## config.mk

```make
export PLATFORM = sky130hd
export DESIGN_NAME = mic_i2s_rx
export DESIGN_NICKNAME = d
export VERILOG_FILES = /design/src/rtl/mic_pkg.sv /design/src/rtl/sync_edge.sv /design/src/rtl/mic_i2s_rx.sv
export SDC_FILE = /design/constraint.sdc
export NUM_CORES = 1
export LEC_CHECK = 0
export CORE_MARGIN = 2
export CORE_UTILIZATION = 30
export DETAILED_ROUTE_END_ITERATION = 12
export MAX_ROUTING_LAYER = met4
export REMOVE_ABC_BUFFERS = 1
export SETUP_SLACK_MARGIN = 0.3
export SYNTH_ARGS = -nofsm -noshare
export SYNTH_HDL_FRONTEND = slang
export SYNTH_HIERARCHICAL = 1
export SYNTH_SLANG_ARGS = --single-unit
export TNS_END_PERCENT = 10
```

## constraint.sdc

```tcl
create_clock -name clk_in -period 7.9 [get_ports clk_in]
set_input_delay 2.37 -clock clk_in [delete_from_list [all_inputs] [get_ports clk_in]]
set_output_delay 2.37 -clock clk_in [all_outputs]
set_load 0.05 [all_outputs]
```

## src/rtl/mic_pkg.sv

```systemverilog
// mic_pkg -- shared definitions for the I2S microphone receiver.
//   MIC_DATA_W  : default sample width in bits
//   MIC_SLOT_W  : default sck cycles per WS half-frame
//   mic_state_t : receiver FSM state encoding
package mic_pkg;

  localparam int MIC_DATA_W = 24;
  localparam int MIC_SLOT_W = 32;

  typedef enum logic [1:0] {
    ST_IDLE  = 2'd0,
    ST_LEFT  = 2'd1,
    ST_RIGHT = 2'd2
  } mic_state_t;

endpackage

```

## src/rtl/sync_edge.sv

```systemverilog
// sync_edge -- two-flop synchroniser with a third flop for rise detection.
//   clk_in : sampling clock
//   rst    : asynchronous active-high reset, clears all three flops
//   din    : asynchronous input
//   dout   : synchronised level
//   rise   : one-cycle pulse on a synchronised 0->1 transition
module sync_edge (
  input  logic clk_in,
  input  logic rst,
  input  logic din,
  output logic dout,
  output logic rise
);

  logic [2:0] sh_q;

  always_ff @(posedge clk_in or posedge rst) begin
    if (rst) begin
      sh_q <= '0;
    end else begin
      sh_q <= {sh_q[1:0], din};
    end
  end

  assign dout = sh_q[1];
  assign rise = sh_q[1] & ~sh_q[2];

endmodule

```

## src/rtl/mic_i2s_rx.sv

```systemverilog
// mic_i2s_rx -- I2S microphone receiver, oversampled in the clk_in domain.
//   clk_in       : system clock (only clock)
//   rst          : asynchronous active-high reset
//   mic_sck      : I2S bit clock (asynchronous)
//   mic_ws       : word select, 0 = left slot, 1 = right slot
//   mic_sd       : serial data, MSB first, one sck after the WS edge
//   sample_l/r   : last complete stereo pair
//   sample_valid : pair available, held until sample_ready
//   sample_ready : consumer accept
//   overrun      : one-cycle pulse, completed frame dropped
//   frame_err    : one-cycle pulse, WS edge at the wrong bit position
//   clk_lost     : (MIC_I2S_RX_WDOG_EN only) sck missing for WDOG_CYC cycles,
//                  sticky until the next sck rise
module mic_i2s_rx
  import mic_pkg::*;
#(
  parameter int DATA_W   = MIC_DATA_W,
  parameter int SLOT_W   = MIC_SLOT_W,
  parameter int WDOG_CYC = 256
) (
  input  logic              clk_in,
  input  logic              rst,
  input  logic              mic_sck,
  input  logic              mic_ws,
  input  logic              mic_sd,
  output logic [DATA_W-1:0] sample_l,
  output logic [DATA_W-1:0] sample_r,
  output logic              sample_valid,
  input  logic              sample_ready,
  output logic              overrun,
  output logic              frame_err
`ifdef MIC_I2S_RX_WDOG_EN
  ,
  output logic              clk_lost
`endif
);

  localparam int CNT_W = $clog2(SLOT_W);
  localparam logic [CNT_W-1:0] CNT_MAX = CNT_W'(SLOT_W - 1);
  localparam logic [CNT_W-1:0] CNT_DW  = CNT_W'(DATA_W);

  logic sck_s, sck_rise, ws_s, sd_s;

  sync_edge u_sync_sck (.clk_in(clk_in), .rst(rst), .din(mic_sck), .dout(sck_s), .rise(sck_rise));
  sync_edge u_sync_ws  (.clk_in(clk_in), .rst(rst), .din(mic_ws),  .dout(ws_s),  .rise());
  sync_edge u_sync_sd  (.clk_in(clk_in), .rst(rst), .din(mic_sd),  .dout(sd_s),  .rise());

  mic_state_t        state_q, state_d;
  logic              ws_prev_q;
  logic [CNT_W-1:0]  cnt_q, idx;
  logic [DATA_W-1:0] sh_q, left_q;
  logic              left_ok_q;
  logic              ws_fall, ws_up, seam, shift_en, cap, frame_err_d, wdog_hit;

  // WS is only meaningful on sck rises; compare against the last sampled value
  assign ws_fall = sck_rise & ws_prev_q & ~ws_s;
  assign ws_up   = sck_rise & ~ws_prev_q & ws_s;

`ifdef MIC_I2S_RX_WDOG_EN
  localparam int WD_W = $clog2(WDOG_CYC + 1);
  logic [WD_W-1:0] wdog_q;

  assign wdog_hit = !sck_rise && (wdog_q == WD_W'(WDOG_CYC - 1));

  always_ff @(posedge clk_in or posedge rst) begin
    if (rst) begin
      wdog_q   <= '0;
      clk_lost <= 1'b0;
    end else if (sck_rise) begin
      wdog_q   <= '0;
      clk_lost <= 1'b0;
    end else if (wdog_q != WD_W'(WDOG_CYC)) begin
      wdog_q <= wdog_q + 1'b1;
      if (wdog_hit) clk_lost <= 1'b1;
    end
  end
`else
  assign wdog_hit = 1'b0;
`endif

  always_ff @(posedge clk_in or posedge rst) begin
    if (rst) state_q <= ST_IDLE;
    else     state_q <= state_d;
  end

  always_comb begin
    state_d = state_q;
    seam    = 1'b0;
    unique case (state_q)
      ST_IDLE:  if (ws_fall) begin state_d = ST_LEFT;  seam = 1'b1; end
      ST_LEFT:  if (ws_up)   begin state_d = ST_RIGHT; seam = 1'b1; end
      ST_RIGHT: if (ws_fall) begin state_d = ST_LEFT;  seam = 1'b1; end
      default:  state_d = ST_IDLE;
    endcase
    if (wdog_hit) state_d = ST_IDLE;
  end

  // idx is the bit position of the current sck rise within the slot
  assign idx         = (cnt_q == CNT_MAX) ? cnt_q : cnt_q + 1'b1;
  assign shift_en    = sck_rise && !seam && (state_q != ST_IDLE) && (idx <= CNT_DW);
  assign cap         = shift_en && (state_q == ST_RIGHT) && (idx == CNT_DW) && left_ok_q;
  assign frame_err_d = seam && (state_q != ST_IDLE) && (cnt_q != CNT_MAX);

  always_ff @(posedge clk_in or posedge rst) begin
    if (rst) begin
      ws_prev_q    <= 1'b0;
      cnt_q        <= '0;
      sh_q         <= '0;
      left_q       <= '0;
      left_ok_q    <= 1'b0;
      sample_l     <= '0;
      sample_r     <= '0;
      sample_valid <= 1'b0;
      overrun      <= 1'b0;
      frame_err    <= 1'b0;
    end else begin
      if (sck_rise) ws_prev_q <= ws_s;

      if (seam) begin
        cnt_q <= '0;
        sh_q  <= '0;
        if (state_q == ST_LEFT) begin
          left_q    <= sh_q;
          left_ok_q <= (cnt_q == CNT_MAX);
        end
      end else if (sck_rise && (state_q != ST_IDLE)) begin
        cnt_q <= idx;
        if (shift_en) sh_q <= {sh_q[DATA_W-2:0], sd_s};
      end
      if (state_d == ST_IDLE) left_ok_q <= 1'b0;

      frame_err <= frame_err_d;
      overrun   <= cap && sample_valid && !sample_ready;

      // a reload in the handshake cycle keeps valid high for the new pair
      if (cap && (!sample_valid || sample_ready)) begin
        sample_l     <= left_q;
        sample_r     <= {sh_q[DATA_W-2:0], sd_s};
        sample_valid <= 1'b1;
      end else if (sample_valid && sample_ready) begin
        sample_valid <= 1'b0;
      end
    end
  end

endmodule

```

==> results of run 1 <==
layer usage:
layer | up-vias | routed length [um] | global-route usage [%] | share of wire [%]
li1 | 1212 | - | - | -
met1 | 1340 | 3800 | 13.8 | 44
met2 | 63 | 4040 | 17.1 | 47
met3 | 17 | 615 | 5.69 | 7.2
met4 | 0 | 134 | 5.43 | 1.6
met5 | - | 0 | - | 0
power by group through the flow:
stage | sequential (uW) | clock [uW] | combinational (uW)
finish | 653 | 797 | 128
CTS | 653 | 813 | 130
floorplan | 655 | 0 | 95.3
global route | 659 | 842 | 145
detailed placement | 662 | 0 | 128
global placement | 659 | 0 | 123
stage by stage:
stage               setup WS (ns)  instances  hold slack, ns  total power [uW]
floorplan                    2.68        283           0.331               750
global placement             3.54        525           0.332               782
detailed placement           3.53        525           0.335               790
CTS                          3.90        557           0.347              1600
global route                 3.86        557           0.356              1650
finish                       3.93        557           0.346              1580
path summary, 6_finish.rpt:
kind	to	slack, ns	cells after the start
worst max register to register	sample_r[15]	5.18	6
min in group asynchronous	u_sync_sd/sh_q[0]	2.25	2
worst max-delay path	sample_r[21]	3.93	1
worst min-delay path	u_sync_ws/sh_q[1]	0.35	0
max in group asynchronous	sample_r[16]	4.24	3
worst min register to register	u_sync_ws/sh_q[1]	0.35	0
sequential cells by signal (all words and copies together), names as in the netlist:
name and cells:
sample_r 24, left_q 24, ws_prev_q 1, state_q 2
cnt_q 5, sample_l 24, left_ok_q 1, u_sync_ws/sh_q 2
u_sync_sck/sh_q 3, sh_q 24, u_sync_sd/sh_q 2, overrun 1
sample_valid 1, frame_err 1
cell type report:
cell class / instances / area share [%]
repair buffers: 58 / 9.83
multi-input cells: 162 / 26.1
inverters: 6 / 0.427
clock inverters: 10 / 2.65
flip-flops and latches: 115 / 49.1
clock buffers: 22 / 7.93
well taps: 184 / 3.93
==> flow_summary.json, run 1 <==
{
  "design.die.area_sq_um": 16000,
  "fin_worst_skew_ns": 0.00762,
  "path_cells": "clkdlybuf4s50_1",
  "p_leak_uw": 0.00271,
  "cap_violations": 0,
  "cp_max_fo": 2,
  "place_area_sq_um": 5240,
  "ios": 57,
  "start_util_pct": 30.9,
  "min_from": "u_sync_ws/sh_q[0]",
  "cp.arrival_ns": 1.60,
  "rsz0062_at_grt": "false",
  "wire_per_inst_um": 15.4,
  "core_area_sq_um": 14600,
  "endpoint_kind": "output port",
  "drc": 0,
  "viasPerCell": 4.73,
  "grt_usage_pct": 11.8,
  "grt_start_max_net_pins": 68,
  "postLayoutCellArea_sq_um": 5860,
  "ctsHoldBuffers": 0,
  "die_w_um": 127,
  "clk_pin_slew_ns": 0.05,
  "detail_route.iter0.violations": 205,
  "regArea_sq_um": 2880,
  "htree_levels": 4,
  "die_h_um": 127,
  "multi_input_area_sq_um": 1530,
  "pwr-share-comb_pct": 8.1,
  "nNetsFinal": 367,
  "finalSetupViolCount": 0,
  "power.density_nw_per_um2": 269,
  "cts_made_buffers": 17,
  "tns_ns": 0,
  "fin_crit_sh_pct": 50.3,
  "r2r_start": "cnt_q[0]",
  "p_sw_share_pct": 23.3,
  "first_pass_iters": 4,
  "worst_slew_pin_slew_ns": 1.11,
  "overflow": 0,
  "fmax_mhz": 252,
  "grt_pass1_wl_um": 14200,
  "num_vias": 2632,
  "critPathSlowestCell": "clkdlybuf4s50_1",
  "internal_power_uw": 1210,
  "power.share.clock_pct": 50.5,
  "synth_area_sq_um": 4510,
  "syn-instance-count": 298,
  "final_common_cell": "dfrtp_1",
  "rows": 44,
  "hp-class": "reg2reg",
  "ant_nets": 0,
  "syn_to_final_growth_pct": 29.9,
  "hold_viol_final": 0,
  "yosys_warnings": 6,
  "status": "finished clean",
  "crit_family": "buffers and inverters",
  "max_stage_delay_ns": 0.82,
  "grt_antenna_before_repair": 0,
  "min_period_ns": 3.97,
  "critPathBufInv": 1,
  "relSlewSlack_pct": 26.0,
  "power_frac_seq_pct": 41.4,
  "portBuffers": 56,
  "gp_congestion": 0.809,
  "critPathLaunch": "sample_r[21]",
  "utilization_pct": 40.1,
  "most-common-layout-cells": "115 x dfrtp_1, 56 x clkdlybuf4s50_1, 52 x mux2_2, 24 x a32o_1, 20 x mux2_4",
  "avgSynthCellArea_sq_um": 15.1,
  "clkLatencyLatePin_ns": 0.41,
  "cts_setup_buffers": 0,
  "cts_root_buffer": "clkbuf_16",
  "cts.repair.resized": 0,
  "peakVddDrop_v": 0.000141,
  "fillers": 1326,
  "critical_path_class": "reg2out",
  "final_layout_size_suffix_gt1_share_pct": 30.0,
  "cts_buffer_depth": 2,
  "n_antenna_cell": 0,
  "cts_num_sinks": 115,
  "grt_pass1_vias": 2792,
  "cts_tree": "done",
  "report.final.slew_viol_count": 0,
  "power.switching_uw": 367,
  "dp_hpwl_um": 5290,
  "routed_wl_um": 8600,
  "cp-start-kind": "flop",
  "worst_ep_required_time_ns": 5.53
}
Power figures use the tool's default switching activity.
==> run 2, diff against run 1 <==
- clock period: 7.9 -> 3.5 ns (I/O delays scaled with it)
==> run 2 against run 1 <==
Net effect: utilization grew 0.13 points; critical path type unchanged; critical path depth is the same; global-route usage shrank 0.17 points; via count grew 2.2%; power grew 120%; cell count grew 0.72%; count of clock-buffer cells in the layout is the same; worst hold slack lost 0.0026 ns; register-to-register slack lost 4.1 ns; sequential power grew 130%; clock skew grew 0.0036 ns; flip-flop and latch count is the same.
==> flow_summary.json, run 2 (synthesis results as in run 1) <==
{
  "status": "finished clean",
  "grt_pass1_vias": 2719,
  "p_leak_uw": 0.00272,
  "p_total_uw": 3480,
  "detail_route.iter0.violations": 184,
  "routed_wl_um": 8400,
  "overflow": 0,
  "worst_ep_required_time_ns": 2.45,
  "r2r_end": "sample_l[19]",
  "cp_max_fo": 2,
  "critical_path_class": "reg2out",
  "crit_family": "buffers and inverters",
  "relSlewSlack_pct": 23.8,
  "peakVddDrop_v": 0.000398,
  "portBuffers": 56,
  "cp-start-kind": "flop",
  "grt_pass1_wl_um": 14000,
  "syn_to_final_growth_pct": 30.3,
  "die_w_um": 127,
  "num_vias": 2690,
  "core_area_sq_um": 14600,
  "path_cells": "clkdlybuf4s50_1",
  "endpoint_kind": "output port",
  "worstHoldEndpoint": "u_sync_sck/sh_q[1]",
  "hold_depth": 0,
  "final_layout_size_suffix_gt1_share_pct": 30.8,
  "grt_usage_pct": 11.6,
  "ctsHoldBuffers": 0,
  "clk_pin_slew_ns": 0.05,
  "r2r_start": "cnt_q[0]",
  "fillers": 1304,
  "viasPerCell": 4.80,
  "finalSetupViolCount": 0,
  "cp.arrival_ns": 1.63,
  "tns_ns": 0,
  "nNetsFinal": 371,
  "drc": 0,
  "die_h_um": 127,
  "min_period_ns": 2.68,
  "wire_per_inst_um": 15.0,
  "grt_start_max_net_pins": 47,
  "cts_num_sinks": 115,
  "regToRegSetupSlack_ns": 1.06,
  "final_common_cell": "dfrtp_1",
  "fmax_mhz": 373,
  "rsz0062_at_grt": "false",
  "ios": 57,
  "place_area_sq_um": 5280,
  "cts_root_buffer": "clkbuf_16",
  "first_pass_iters": 6,
  "most-common-layout-cells": "115 x dfrtp_1, 56 x clkdlybuf4s50_1, 52 x mux2_2, 24 x a32o_1, 20 x mux2_4",
  "cts_setup_buffers": 0,
  "power.density_nw_per_um2": 593,
  "ant_nets": 0,
  "n_antenna_cell": 0,
  "hold_viol_final": 0,
  "postLayoutCellArea_sq_um": 5870,
  "multi_input_area_sq_um": 1530,
  "hp-class": "reg2reg",
  "min_from": "u_sync_sck/sh_q[0]",
  "regArea_sq_um": 2880,
  "critPathBufInv": 1,
  "worst_slew_pin_slew_ns": 1.14,
  "cts.repair.resized": 0,
  "design.die.area_sq_um": 16000,
  "cap_violations": 0,
  "setup_ws_ns": 0.817,
  "gp_congestion": 0.783,
  "utilization_pct": 40.3,
  "start_util_pct": 30.9,
  "htree_levels": 4,
  "clkLatencyLatePin_ns": 0.41,
  "r2r_cells": 7,
  "fin_worst_skew_ns": 0.0112,
  "critPathSlowestCell": "clkdlybuf4s50_1",
  "cts_tree": "done",
  "rows": 44,
  "cts_made_buffers": 17,
  "fin_crit_sh_pct": 76.7,
  "cts_buffer_depth": 2,
  "pre_cts_ws_ns": 0.667,
  "max_stage_delay_ns": 0.83,
  "dp_hpwl_um": 5370,
  "grt_antenna_before_repair": 0,
  "report.final.slew_viol_count": 0
}
==> run 2: worst max-delay path by stage <==
stage                  from            to  slack (ns)  cells after the start
5_1_grt        sample_l[19]  sample_l[19]        0.77                      1
6_report       sample_l[19]  sample_l[19]        0.82                      1
4_1_cts        sample_l[19]  sample_l[19]        0.80                      1
2_1_floorplan           rst      cnt_q[0]       -0.40                      1
3_3_place_gp   sample_ready   sample_r[9]        0.70                      5
3_5_place_dp   sample_ready  sample_l[19]        0.67                      5
==> run 2: metrics by stage <==
stage / cells / hold WS, ns
2_1_floorplan: 283 / 0.331
3_3_place_gp: 529 / 0.332
3_5_place_dp: 529 / 0.335
4_1_cts: 561 / 0.346
5_1_grt: 561 / 0.356
6_report: 561 / 0.344
==> run 2: metal layers <==
metal / wire length, um / part of all wire, % / global-route usage, %
met1: 3800 / 45 / 14.5
met2: 4030 / 48 / 16.8
met4: 112 / 1.3 / 4.85
met3: 470 / 5.6 / 4.64
met5: 0 / 0 / -
==> run 2: cell type report <==
| class | count | share of cell area [%] |
|---|---|---|
| well taps | 184 | 3.92 |
| repair buffers | 62 | 10.5 |
| flip-flops and latches | 115 | 49.0 |
| inverters | 6 | 0.426 |
| multi-input cells | 162 | 26.0 |
| clock inverters | 10 | 2.24 |
| clock buffers | 22 | 7.90 |
==> run 2: power by group <==
| part | switching [uW] | internal (uW) |
|---|---|---|
| Clock | 570 | 1150 |
| Combinational | 177 | 112 |
| Sequential | 72.9 | 1400 |
| Total | 820 | 2660 |
==> run 3, diff against run 2 <==
- clock period: 3.5 -> 2.7 ns (I/O delays scaled with it)
==> run 3 against run 2 <==
Net effect: combinational power up 34%; via count up 0.86%; critical path depth unchanged; flip-flop and latch count unchanged; first-iteration DRC count up 8.2%; sequential power up 30%; wire length up 4.4%.
==> flow_summary.json, run 3 (synthesis results as in run 1) <==
{
  "dp_hpwl_um": 5580,
  "htree_levels": 4,
  "core_area_sq_um": 14600,
  "final_common_cell": "dfrtp_1",
  "wire_per_inst_um": 15.7,
  "fmax_mhz": 415,
  "rows": 44,
  "critPathBufInv": 1,
  "die_h_um": 127,
  "cap_violations": 0,
  "nNetsFinal": 373,
  "report.final.slew_viol_count": 0,
  "fin_worst_skew_ns": 0.00831,
  "crit_family": "buffers and inverters",
  "ctsHoldBuffers": 0,
  "cts_num_sinks": 115,
  "relSlewSlack_pct": 65.7,
  "utilization_pct": 40.5,
  "grt_antenna_before_repair": 0,
  "hold_viol_final": 0,
  "hp-class": "reg2reg",
  "final_layout_size_suffix_gt1_share_pct": 31.2,
  "routed_wl_um": 8770,
  "gp_congestion": 0.732,
  "critPathSlowestCell": "clkdlybuf4s50_1",
  "worst_ep_required_time_ns": 1.89,
  "grt_usage_pct": 12.1,
  "design.die.area_sq_um": 16000,
  "overflow": 0,
  "cts_buffer_depth": 2,
  "pre_cts_ws_ns": 0.235,
  "place_area_sq_um": 5320,
  "critical_path_class": "reg2out",
  "fin_crit_sh_pct": 89.1,
  "ios": 57,
  "whs_ns": 0.344,
  "viasPerCell": 4.85,
  "grt_pass1_vias": 2770,
  "p_leak_uw": 0.00274,
  "min_period_ns": 2.41,
  "status": "finished clean",
  "detail_route.iter0.violations": 199,
  "finalSetupViolCount": 0,
  "cts_root_buffer": "clkbuf_16",
  "cp_max_fo": 2,
  "endpoint_kind": "output port",
  "syn_to_final_growth_pct": 31.0,
  "num_vias": 2713,
  "tns_ns": 0,
  "ant_nets": 0,
  "cp.arrival_ns": 1.60,
  "portBuffers": 56,
  "power.density_nw_per_um2": 764,
  "die_w_um": 127,
  "clkLatencyLatePin_ns": 0.41,
  "worst_slew_pin_slew_ns": 0.512,
  "max_stage_delay_ns": 0.81,
  "grt_pass1_wl_um": 14600,
  "first_pass_iters": 7,
  "cp-start-kind": "flop",
  "path_cells": "clkdlybuf4s50_1",
  "grt_start_max_net_pins": 41,
  "clk_pin_slew_ns": 0.05,
  "cts_made_buffers": 17,
  "peakVddDrop_v": 0.000479,
  "most-common-layout-cells": "115 x dfrtp_1, 55 x clkdlybuf4s50_1, 52 x mux2_2, 24 x a32o_1, 20 x mux2_4",
  "cts_tree": "done",
  "postLayoutCellArea_sq_um": 5900,
  "n_antenna_cell": 0,
  "setup_ws_ns": 0.293,
  "start_util_pct": 30.9,
  "rsz0062_at_grt": "true",
  "drc": 0
}
## run 3: per-layer routing
layer	vias to the layer above	GRT usage [%]	wire [um]
li1	1226	-	-
met5	-	-	0
met1	1394	15.8	4100
met2	74	17.1	4020
met4	0	4.59	180
met3	19	4.47	472
## run 3: power breakdown
part	leakage, uW	internal (uW)	switching (uW)
Clock	0.000286	1480	731
Combinational	0.000876	153	234
Sequential	0.00158	1820	97.2
## run 3: repair_timing
item,4_1_cts,5_1_grt
pin swaps,0,0
gates cloned,0,0
resized for setup,1,1
buffers inserted,0,0
setup endpoints to repair,15,97
## run 3: through the flow
stage / std cells / power (uW)
floorplan: 283 / 2190
CTS: 559 / 4550
finish: 559 / 4510
global route: 559 / 4690
global placement: 531 / 2310
detailed placement: 531 / 2330
## run 3: path summary, 6_finish.rpt
kind | start | endpoint | slack, ns | depth (start not counted)
setup / recovery | sample_r[20] | sample_r[20] | 0.29 | 1
max in group asynchronous | rst | sample_l[15] | 1.20 | 3
hold reg to reg | u_sync_sck/sh_q[0] | u_sync_sck/sh_q[1] | 0.34 | 0
setup reg to reg | cnt_q[0] | sample_r[6] | 0.39 | 7
hold / removal | u_sync_sck/sh_q[0] | u_sync_sck/sh_q[1] | 0.34 | 0
min in group asynchronous | rst | u_sync_ws/sh_q[0] | 0.70 | 2
## run 3: final cells by class
type                            instances  area [sq um]
Sequential cell                       115          2880
Fill cell                            1335          8690
Inverter                                6          25.0
Tap cell                              184           230
Clock inverter                          4          72.6
Timing Repair Buffer                   64           657
Multi-Input combinational cell        162          1530
Clock buffer                           24           512
